--- config.mk ---
export PLATFORM = sky130hd
export DESIGN_NAME = mc_main_control
export DESIGN_NICKNAME = d
export VERILOG_FILES = /design/src/rtl/mc_main_control.sv
export SDC_FILE = /design/constraint.sdc
export NUM_CORES = 1
export LEC_CHECK = 0
export BUFFER_PORTS_ARGS = -buffer_cell sky130_fd_sc_hd__buf_4
export CORE_MARGIN = 2
export CORE_UTILIZATION = 35
export CTS_CLUSTER_DIAMETER = 30
export DETAILED_ROUTE_END_ITERATION = 16
export PLACE_DENSITY = 0.59
export SETUP_SLACK_MARGIN = 0.1
export SLEW_MARGIN = 20
export SYNTH_ARGS = -nofsm -noshare
export SYNTH_HDL_FRONTEND = slang
export SYNTH_SLANG_ARGS = --single-unit
--- constraint.sdc ---
create_clock -name clk -period 5.5 [get_ports clk]
set_clock_uncertainty 0.1 [all_clocks]
set_input_delay 0.275 -clock clk [delete_from_list [all_inputs] [get_ports clk]]
set_output_delay 0.275 -clock clk [all_outputs]
set_load 0.05 [all_outputs]
--- src/rtl/mc_main_control.sv ---
// ---------------------------------------------------------------------------
// mc_main_control
//   Main control FSM for the multi-cycle RV-subset processor. It decodes the
//   7-bit opcode, drives every datapath control signal (including the 2-bit
//   ALUOp for alu_control), stalls on memory through a ready handshake and
//   counts retired instructions.
//
// Configuration macro:
//   MC_CTRL_ADDI_EN - when defined, opcode 0010011 (ADDI) is decoded and runs
//                     through EXEC_I -> ALUWB. When undefined it is illegal.
//
// Ports:
//   clk        in   rising-edge clock
//   rst        in   synchronous active-high reset; forces control outputs to 0
//   opcode     in   IR[6:0], valid from DECODE onward
//   zero       in   ALU zero flag (branch decision)
//   mem_ready  in   memory finishes the current read/write this cycle
//   alu_op     out  00 add, 01 subtract, 10 decode from funct
//   alu_src_a  out  0 old PC, 1 rs1
//   alu_src_b  out  00 rs2, 01 constant 4, 10 immediate
//   pc_write   out  PC load enable
//   pc_src     out  0 ALU result, 1 ALUOut (branch target)
//   ir_write   out  instruction register load
//   iord       out  0 address from PC, 1 from ALUOut
//   mem_read   out  memory read request
//   mem_write  out  memory write request
//   reg_write  out  register file write enable
//   mem_to_reg out  write-back select, 1 MDR, 0 ALUOut
//   illegal_op out  one-cycle registered pulse on an undecodable opcode
//   state      out  current state (debug)
//   retired    out  retired-instruction counter, wraps
// ---------------------------------------------------------------------------
module mc_main_control #(
  parameter int CNT_W = 16
) (
  input  logic             clk,
  input  logic             rst,
  input  logic [6:0]       opcode,
  input  logic             zero,
  input  logic             mem_ready,
  output logic [1:0]       alu_op,
  output logic             alu_src_a,
  output logic [1:0]       alu_src_b,
  output logic             pc_write,
  output logic             pc_src,
  output logic             ir_write,
  output logic             iord,
  output logic             mem_read,
  output logic             mem_write,
  output logic             reg_write,
  output logic             mem_to_reg,
  output logic             illegal_op,
  output logic [3:0]       state,
  output logic [CNT_W-1:0] retired
);

  localparam logic [6:0] OP_R    = 7'b0110011;
  localparam logic [6:0] OP_LD   = 7'b0000011;
  localparam logic [6:0] OP_SD   = 7'b0100011;
  localparam logic [6:0] OP_BEQ  = 7'b1100011;
`ifdef MC_CTRL_ADDI_EN
  localparam logic [6:0] OP_ADDI = 7'b0010011;
`endif

  typedef enum logic [3:0] {
    S_FETCH  = 4'd0,
    S_DECODE = 4'd1,
    S_MEMADR = 4'd2,
    S_MEMRD  = 4'd3,
    S_MEMWB  = 4'd4,
    S_MEMWR  = 4'd5,
    S_EXEC_R = 4'd6,
    S_ALUWB  = 4'd7,
    S_BEQ    = 4'd8,
    S_EXEC_I = 4'd9
  } state_t;

  state_t           state_q, state_d;
  logic             illegal_q, illegal_d;
  logic             retire_d;
  logic [CNT_W-1:0] retired_q;

  // Next-state, illegal-opcode detection and retire strobe.
  always_comb begin
    state_d   = S_FETCH;
    illegal_d = 1'b0;
    retire_d  = 1'b0;
    case (state_q)
      S_FETCH:  state_d = mem_ready ? S_DECODE : S_FETCH;
      S_DECODE: begin
        case (opcode)
          OP_LD, OP_SD: state_d = S_MEMADR;
          OP_R:         state_d = S_EXEC_R;
          OP_BEQ:       state_d = S_BEQ;
`ifdef MC_CTRL_ADDI_EN
          OP_ADDI:      state_d = S_EXEC_I;
`endif
          default: begin
            state_d   = S_FETCH;
            illegal_d = 1'b1;
          end
        endcase
      end
      S_MEMADR: begin
        // Only LD/SD reach here; anything else means the IR changed under us.
        if (opcode == OP_LD)      state_d = S_MEMRD;
        else if (opcode == OP_SD) state_d = S_MEMWR;
        else                      state_d = S_FETCH;
      end
      S_MEMRD:  state_d = mem_ready ? S_MEMWB : S_MEMRD;
      S_MEMWB: begin
        state_d  = S_FETCH;
        retire_d = 1'b1;
      end
      S_MEMWR: begin
        if (mem_ready) begin
          state_d  = S_FETCH;
          retire_d = 1'b1;
        end else begin
          state_d  = S_MEMWR;
        end
      end
      S_EXEC_R: state_d = S_ALUWB;
      S_ALUWB: begin
        state_d  = S_FETCH;
        retire_d = 1'b1;
      end
      S_BEQ: begin
        state_d  = S_FETCH;
        retire_d = 1'b1;
      end
`ifdef MC_CTRL_ADDI_EN
      S_EXEC_I: state_d = S_ALUWB;
`endif
      default:  state_d = S_FETCH;
    endcase
  end

  always_ff @(posedge clk) begin
    if (rst) begin
      state_q   <= S_FETCH;
      illegal_q <= 1'b0;
      retired_q <= '0;
    end else begin
      state_q   <= state_d;
      illegal_q <= illegal_d;
      if (retire_d) retired_q <= retired_q + CNT_W'(1);
    end
  end

  // Control decode. Depends on state plus mem_ready/zero so the fetch write
  // enables and the branch PC write track the handshake in the same cycle.
  // Reset gates everything so the datapath is quiet while rst is held.
  always_comb begin
    alu_op     = 2'b00;
    alu_src_a  = 1'b0;
    alu_src_b  = 2'b00;
    pc_write   = 1'b0;
    pc_src     = 1'b0;
    ir_write   = 1'b0;
    iord       = 1'b0;
    mem_read   = 1'b0;
    mem_write  = 1'b0;
    reg_write  = 1'b0;
    mem_to_reg = 1'b0;
    if (!rst) begin
      case (state_q)
        S_FETCH: begin
          mem_read  = 1'b1;
          alu_src_b = 2'b01;
          ir_write  = mem_ready;
          pc_write  = mem_ready;
        end
        S_DECODE: alu_src_b = 2'b10;  // branch target into ALUOut
        S_MEMADR: begin
          alu_src_a = 1'b1;
          alu_src_b = 2'b10;
        end
        S_MEMRD: begin
          mem_read = 1'b1;
          iord     = 1'b1;
        end
        S_MEMWB: begin
          reg_write  = 1'b1;
          mem_to_reg = 1'b1;
        end
        S_MEMWR: begin
          mem_write = 1'b1;
          iord      = 1'b1;
        end
        S_EXEC_R: begin
          alu_src_a = 1'b1;
          alu_op    = 2'b10;
        end
        S_ALUWB: reg_write = 1'b1;
        S_BEQ: begin
          alu_src_a = 1'b1;
          alu_op    = 2'b01;
          pc_src    = 1'b1;
          pc_write  = zero;
        end
`ifdef MC_CTRL_ADDI_EN
        S_EXEC_I: begin
          alu_src_a = 1'b1;
          alu_src_b = 2'b10;
        end
`endif
        default: ;
      endcase
    end
  end

  assign illegal_op = illegal_q;
  assign state      = state_q;
  assign retired    = retired_q;

endmodule

Word level (Yosys, flattened, before mapping)

Index checks and enable logic that the tools add are counted.

Register bits after elaboration: 21
Input port bits: 11
Output and inout port bits: 34
Word-level logic and storage cells: 59

Add/subtract/negate cells: 1
Eq/ne operators: 12
Muxes and demuxes: 32
Bitwise gates (word level): 1
Reduce and logical (&&, ||, !) cells: 10

Operators with widths:

| cell                                           | count |
|---|---|
| one-hot mux 4 bit (6 select lines)             | 1 |
| 2-to-1 mux 1 bit                               | 20 |
| adder 16 x 1 -> 16 bit (second input constant) | 1 |
| == test 4 x 3 -> 1 bit (second input constant) | 4 |
| == test 7 x 6 -> 1 bit (second input constant) | 2 |
| 2-to-1 mux 3 bit                               | 4 |
| one-hot mux 4 bit (3 select lines)             | 1 |
| OR reduction 2 bit                             | 6 |
| == test 4 x 2 -> 1 bit (second input constant) | 2 |
| one-hot mux 2 bit (2 select lines)             | 2 |
| == test 7 x 2 -> 1 bit (second input constant) | 1 |
| == test 7 bit (second input constant)          | 1 |
| OR reduction 3 bit                             | 2 |
| == test 4 x 1 -> 1 bit (second input constant) | 1 |
| == test 4 bit (second input constant)          | 1 |
| zero test 4 bit                                | 1 |
| 2-to-1 mux 2 bit                               | 2 |
| one-hot mux 1 bit (2 select lines)             | 2 |
| OR reduction 4 bit                             | 1 |
| NOT 1 bit                                      | 1 |

Depth between registers and ports, before layout

Gate-level depths: netlist of the first run.

Depth in word-level cells: 4
Mapped depth: 6
Mapped depth without buffers: 4

Worst setup path after synthesis of the first run

No wires, ideal clock.

Path type: register -> output
Start point: reg state_q[3], in the netlist state[3]
End point: out pc_write
Arrival: 3.072 ns
Data required time: 5.125 ns
Path slack: 2.053 ns
Cell stages (with the launch flop): 5
Cell sequence: dfxtp_1 > or3_1 > nor3_1 > and2_1 > a21o_1

Word-level cells in the longest chain between the ends: 3
Elaborated cells on any way between the ends: 4
Classes of those cells: 1 x eq/ne; 2 x mux; 1 x reduce/logical

Ends and longest elaborated chain:

| item                                             | RTL line | source |
|---|---|---|
| from (decl)                                      | 78       | `state_t state_q, state_d;` |
| from (signal assigned)                           | 145      | `state_q <= state_d;` |
| == test 4 bit or zero test 4 bit (tied branches) | 167      | `case (state_q)` |
| one-hot mux 1 bit (2 select lines) *             | 167      |  |
| 2-to-1 mux 1 bit *                               | 166      | `if (!rst) begin` |
| to (decl)                                        | 44       | `output logic pc_write,` |

Every way passes the cells marked *; elsewhere a longest branch is shown, timed or not.

Worst setup path after layout of the first run

Start point: reg state_q[1], in the netlist state[1]
End point: reg retired_q[11], in the netlist retired[11]

Word-level cells in the longest chain between the ends: 3
Elaborated cells on any way between the ends: 6
Classes of those cells: 4 x eq/ne; 1 x mux; 1 x reduce/logical

Ends and longest elaborated chain:

| item                                                    | RTL line | source |
|---|---|---|
| == test 4 x 3 -> 1 bit or == test 4 bit (tied branches) | 88       | `case (state_q)` |
| OR reduction 3 bit (no source line)                     | --       |  |
| one-hot mux 1 bit (2 select lines) *                    | 88       |  |
| to (signal assigned)                                    | 147      | `if (retire_d) retired_q <= retired_q + CNT_W'(1);` |
| to (decl)                                               | 81       | `logic [CNT_W-1:0] retired_q;` |

Marked as above.
A chain may end at the register's enable or synchronous reset.

==> impl_metrics.tcl, run 1 <==
set metrics [dict create \
    status "completed" \
    maxCapViolations 0 \
    dpl.hpwl_um 2214 \
    numCtsBuffers 3 \
    synthToLayoutAreaGrowth_pct 29.64 \
    leakage_uw 0.0006289 \
    hold_violations 0 \
    grtUsageTotal_pct 15.97 \
    ir_drop_mv 0.06212 \
    drt-pass1-iter-count 4 \
    synth_edf_count 0 \
    p_int_uw 199.7 \
    fillers 353 \
    final_cells 240 \
    setup_ws_ps 3052 \
    seq_power_share_pct 55.6 \
    cp_top_family "simple AND/OR/NAND/NOR gates" \
    dieWidth_um 63.34 \
    clock.fmax_ghz 0.4085 \
    synthArstFlopShare_pct 0 \
    hold_buffers 0 \
    combPwrFrac_pct 17.4 \
    antenna_cells 0 \
    synthCells 156 \
    port_buffers 44 \
    critPathMaxStageDelay_ps 610 \
    post-place-ws_ps 3105 \
    critPathRequiredTime_ps 5640 \
    power.density_nw_per_um2 177.5 \
    drt-initial-drc-count 113 \
    hp-class "input pin to flip-flop" \
    yosysSeqAreaShare_pct 34.11 \
    critPathMaxFanout 30 \
    setup_violations 0 \
    syn_avg_cell_area_um2 7.900 \
    arrival_ps 2590 \
    totalWireLength_um 3125 \
    slew_viol_final 0 \
    drc 0 \
    fp.dieArea_um2 4012 \
    grt_setup_unrepaired "no" \
    yosysTopAreaCell "dfxtp_1" \
    path_class "flip-flop to flip-flop" \
    yosysTopAreaCellShare_pct 34.11 \
    htree_levels 1 \
    fin_crit_sh_pct 44.51 \
    gp_congestion 0.8228 \
    cts_buffer_depth 2 \
    pin_count 45 \
    grt_max_degree 31 \
    synth_flop_cell "dfxtp_1" \
    yosysWarningCount 0 \
    die_h_um 63.34 \
    core_area_um2 3363 \
    cts_resized 0 \
    yosysMostFrequentCell "dfxtp_1" \
    grt_pass1_vias 1157 \
    synth_seq_cells 21 \
    insertion_delay_ps 300 \
    antenna_found_initial 0 \
    dp.cells 236 \
    ant_nets 0 \
    critPathBufInv 0 \
    drive_gt1_share_pct 25.77 \
    max_slew_margin_pct 36.11 \
    cpMaxStageDelayCell "or4_1" \
    cts_setup_buffers 0 \
    synth_commonest_cells "21 x dfxtp_1, 19 x a21oi_1, 14 x nor2_1" \
    end_kind "flip-flop" \
    worst_slew_pin_slew_ps 958.4 \
    finalCriticalPeriod_ps 2448 \
    synth_area_leaders "dfxtp_1 34%, a21oi_1 7.7%, o31ai_1 6.1%" \
    grt-ovfl-total 0 \
    syn_area_um2 1232 \
    crit_chain "or4b_1, o31a_1, or4_1, a21oi_1" \
    cts.clk_slew.worst_paths_ps 120 \
    swShare_pct 29.57 \
    cts_root_buf "clkbuf_4" \
    syn_nets 168 \
    net-switching-power_uw 83.83 \
    wl_per_cell_um 13.02 \
    cp-start-kind "flip-flop" \
    grt_pass1_wl_um 5285 \
    row_count 21 \
    clock-sinks 21 \
    multi_input_area_um2 752.0 \
    synth_cell_type_count 38 \
    clockPowerShare_pct 26.9 \
    start_util_pct 36.64 \
    cts_tree "done" \
    vias 1331 \
    nets 207 \
    timing.setup.tns_ps 0 \
    regArea_um2 420.4 \
    vias_per_cell 5.546 \
]
==> worst paths after layout <==
check                    from     endpoint  slack (ps)  cells past startpoint
setup / recovery     state[1]  retired[11]        3050                      4
hold / removal      opcode[4]     state[3]          70                      2
setup reg to reg     state[1]  retired[11]        3050                      4
hold reg to reg   retired[15]  retired[15]         390                      2
==> state kept, by name (all words and copies together) (netlist names) <==
register	count
illegal_op	1
retired	16
state	4
==> worst reg2reg max path: cells and delay by family (launching register included) <==
kind / cells / cell delay (ps)
DFF: 1 / 500
AOI/OAI and AO/OA: 2 / 570
and+or+nand+nor: 2 / 1210
==> logic make-up (layout without fill, tap and decap cells) <==
kind of cell	Yosys count	after routing	synth area share, %
AO/OA/AOI/OAI	41	41	20.20
flip-flops	21	21	34.11
multiplexers	2	2	1.726
XOR/XNOR	2	2	1.422
buffers and inverters	13	51	4.873
adder cells (fa/ha/maj)	2	2	1.827
AND/OR/NAND/NOR	75	75	35.84
==> area by class of cell <==
cell class / count / area share (%)
clock buffers: 4 / 1.644
inverters: 3 / 0.7048
multi-input cells: 122 / 47.06
flip-flops and latches: 21 / 26.31
well taps: 46 / 3.602
repair buffers: 44 / 20.67
==> placed cells by master (no fill, tap or decap), types with 2 or more instances in the layout <==
master / n
nand4_1: 5
nand2_1: 6
xor2_1: 2
or3_1: 5
and4_1: 3
o31ai_1: 10
and3_1: 2
nor3b_1: 3
clkbuf_4: 3
or4_1: 10
nand3b_1: 2
dfxtp_1: 21
inv_1: 3
o21ai_0: 5
nor3_1: 5
a31oi_1: 2
nor2_1: 14
nand3_1: 7
a21o_1: 2
nor4_1: 2
buf_4: 44
a21oi_1: 19
nand2b_1: 4
nor2b_1: 2
==> power groups by stage <==
| stage | Sequential [uW] | Combinational (uW) | Clock, uW |
|---|---|---|---|
| finish | 158 | 49.4 | 76.4 |
| global route | 159 | 52.8 | 86.5 |
| CTS | 158 | 49.4 | 80.6 |
| detailed placement | 161 | 49.3 | 0 |
| global placement | 161 | 49.1 | 0 |
| floorplan | 165 | 29.4 | 0 |
==> through the flow <==
| stage | utilization, % | hold slack, ps | total power (uW) | instance area [um2] |
|---|---|---|---|---|
| global route | 47.51 | 53.53 | 297.9 | 1598 |
| finish | 47.51 | 70.27 | 283.5 | 1598 |
| CTS | 47.51 | 51.82 | 287.7 | 1598 |
| global placement | 46.73 | 367.8 | 210.2 | 1572 |
| detailed placement | 46.73 | 378.3 | 210.4 | 1572 |
| floorplan | - | 250.5 | 193.9 | 1232 |
==> per-layer routing <==
metal / vias to the layer above / part of all wire [%] / wire, um / global-route usage [%]
li1: 676 / - / - / -
met1: 617 / 48 / 1500 / 23.26
met2: 36 / 47 / 1457 / 24.21
met3: 2 / 4.5 / 140 / 1.786
met4: 0 / 0.86 / 27 / 5.707
met5: - / 0 / 0 / 0
Note: power is estimated with default switching activity, not from simulation.
==> run 2, diff against run 1 <==
- PLACE_DENSITY: 0.59 -> 0.61
- clock period: 5.5 -> 2.2 ns (I/O delays scaled with it)
==> impl_metrics.tcl, run 2 (synthesis gave the netlist of run 1 again) <==
set metrics [dict create \
    vias 1388 \
    post-place-ws_ps 108.4 \
    fp.dieArea_um2 4012 \
    cts_setup_buffers 0 \
    vias_per_cell 5.552 \
    gp_congestion 0.8386 \
    placed_area_um2 1662 \
    core_area_um2 3363 \
    power.density_nw_per_um2 419.1 \
    ir_drop_mv 0.2566 \
    numCtsBuffers 3 \
    final_area_um2 1732 \
    grt_setup_unrepaired "no" \
    grt_pass1_wl_um 5609 \
    fin_crit_sh_pct 91.15 \
    largest_reg_flops 16 \
    synthToLayoutAreaGrowth_pct 40.51 \
    layout_commonest_cell "buf_4" \
    fillers 358 \
    final_cells 250 \
    port_buffers 44 \
    worst_slew_pin_slew_ps 490.8 \
    finalPower_uw 725.8 \
    grt_pass1_vias 1228 \
    grt_max_degree 23 \
    path_class "flip-flop to flip-flop" \
    drive_gt1_share_pct 33.33 \
    arrival_ps 2150 \
    critPathMaxFanout 22 \
    end_kind "flip-flop" \
    cts.clk_slew.worst_paths_ps 120 \
    slew_viol_final 0 \
    status "completed" \
    leakage_uw 0.0006861 \
    hold_violations 0 \
    dpl.hpwl_um 2441 \
    totalWireLength_um 3373 \
    cts_buffer_depth 2 \
    hp-class "input pin to flip-flop" \
    dieWidth_um 63.34 \
    finalCriticalPeriod_ps 2005 \
    reg2reg_slack_ps 190 \
    maxCapViolations 0 \
    max_slew_margin_pct 66.98 \
    clock.fmax_ghz 0.4987 \
    cts_root_buf "clkbuf_4" \
    grt-ovfl-total 0 \
    nets 217 \
    row_count 21 \
    cp-start-kind "flip-flop" \
    cts_tree "done" \
    die_h_um 63.34 \
    layout_common_cells "49 x buf_4, 19 x a21oi_1, 17 x dfxtp_1" \
    drc 0 \
    insertion_delay_ps 310 \
    grtUsageTotal_pct 17.18 \
    critPathRequiredTime_ps 2340 \
    drt-initial-drc-count 67 \
    dp.cells 243 \
    wl_per_cell_um 13.49 \
    clock-sinks 21 \
    start_util_pct 36.64 \
    antenna_cells 0 \
    ant_nets 0 \
    setup_violations 0 \
    htree_levels 1 \
    utilization_pct 51.49 \
    drt-pass1-iter-count 4 \
    setup_ws_ps 194.7 \
    pin_count 45 \
    antenna_found_initial 0 \
]
## run 2: worst max-delay path: stages, from the launching register on
cell	delay (ps)
dfxtp_2	340
or4b_1	550
o31a_2	250
or4_1	530
a21oi_1	160
## run 2: final cells by class
| class | count | area (um2) | area share, % |
|---|---|---|---|
| flip-flops and latches | 21 | 427.9 | 24.71 |
| repair buffers | 54 | 420.4 | 24.28 |
| multi-input cells | 122 | 788.3 | 45.52 |
| clock buffers | 4 | 26.28 | 1.517 |
| inverters | 3 | 11.26 | 0.6503 |
| well taps | 46 | 57.56 | 3.324 |
## run 2: what timing repair did
action	in CTS	in global routing
resized for setup	2	2
pin swaps	0	1
endpoints found under the setup margin	4	1
hold endpoints to repair	1	0
hold buffers	3	0
## run 2: per-stage QoR
| step | hold WS [ps] | TNS (ps) |
|---|---|---|
| finish | 5.072 | 0 |
| global route | 8.547 | 0 |
| CTS | 0.1442 | 0 |
| detailed placement | 221.5 | 0 |
| global placement | 223.9 | 0 |
| floorplan | 75.70 | -117.6 |
## run 2: layer usage
| layer | track usage [%] | vias up | wire length, um |
|---|---|---|---|
| met4 | 3.804 | 0 | 32 |
| met1 | 22.41 | 664 | 1561 |
| met3 | 4.286 | 4 | 120 |
| met5 | 0 | - | 0 |
| met2 | 28.55 | 26 | 1658 |
| li1 | - | 694 | - |
## run 2: path summary, 6_finish.rpt
kind,start,to,cells past startpoint
max,state[0],retired[12],4
min,mem_ready,state[0],3
max reg2reg,state[0],retired[12],4
min reg2reg,retired[15],retired[15],2
## run 2: power breakdown
group	internal (uW)	total, uW	switching [uW]
Sequential	383	386	3.20
Combinational	57.0	148	91.3
Clock	70.7	191	120
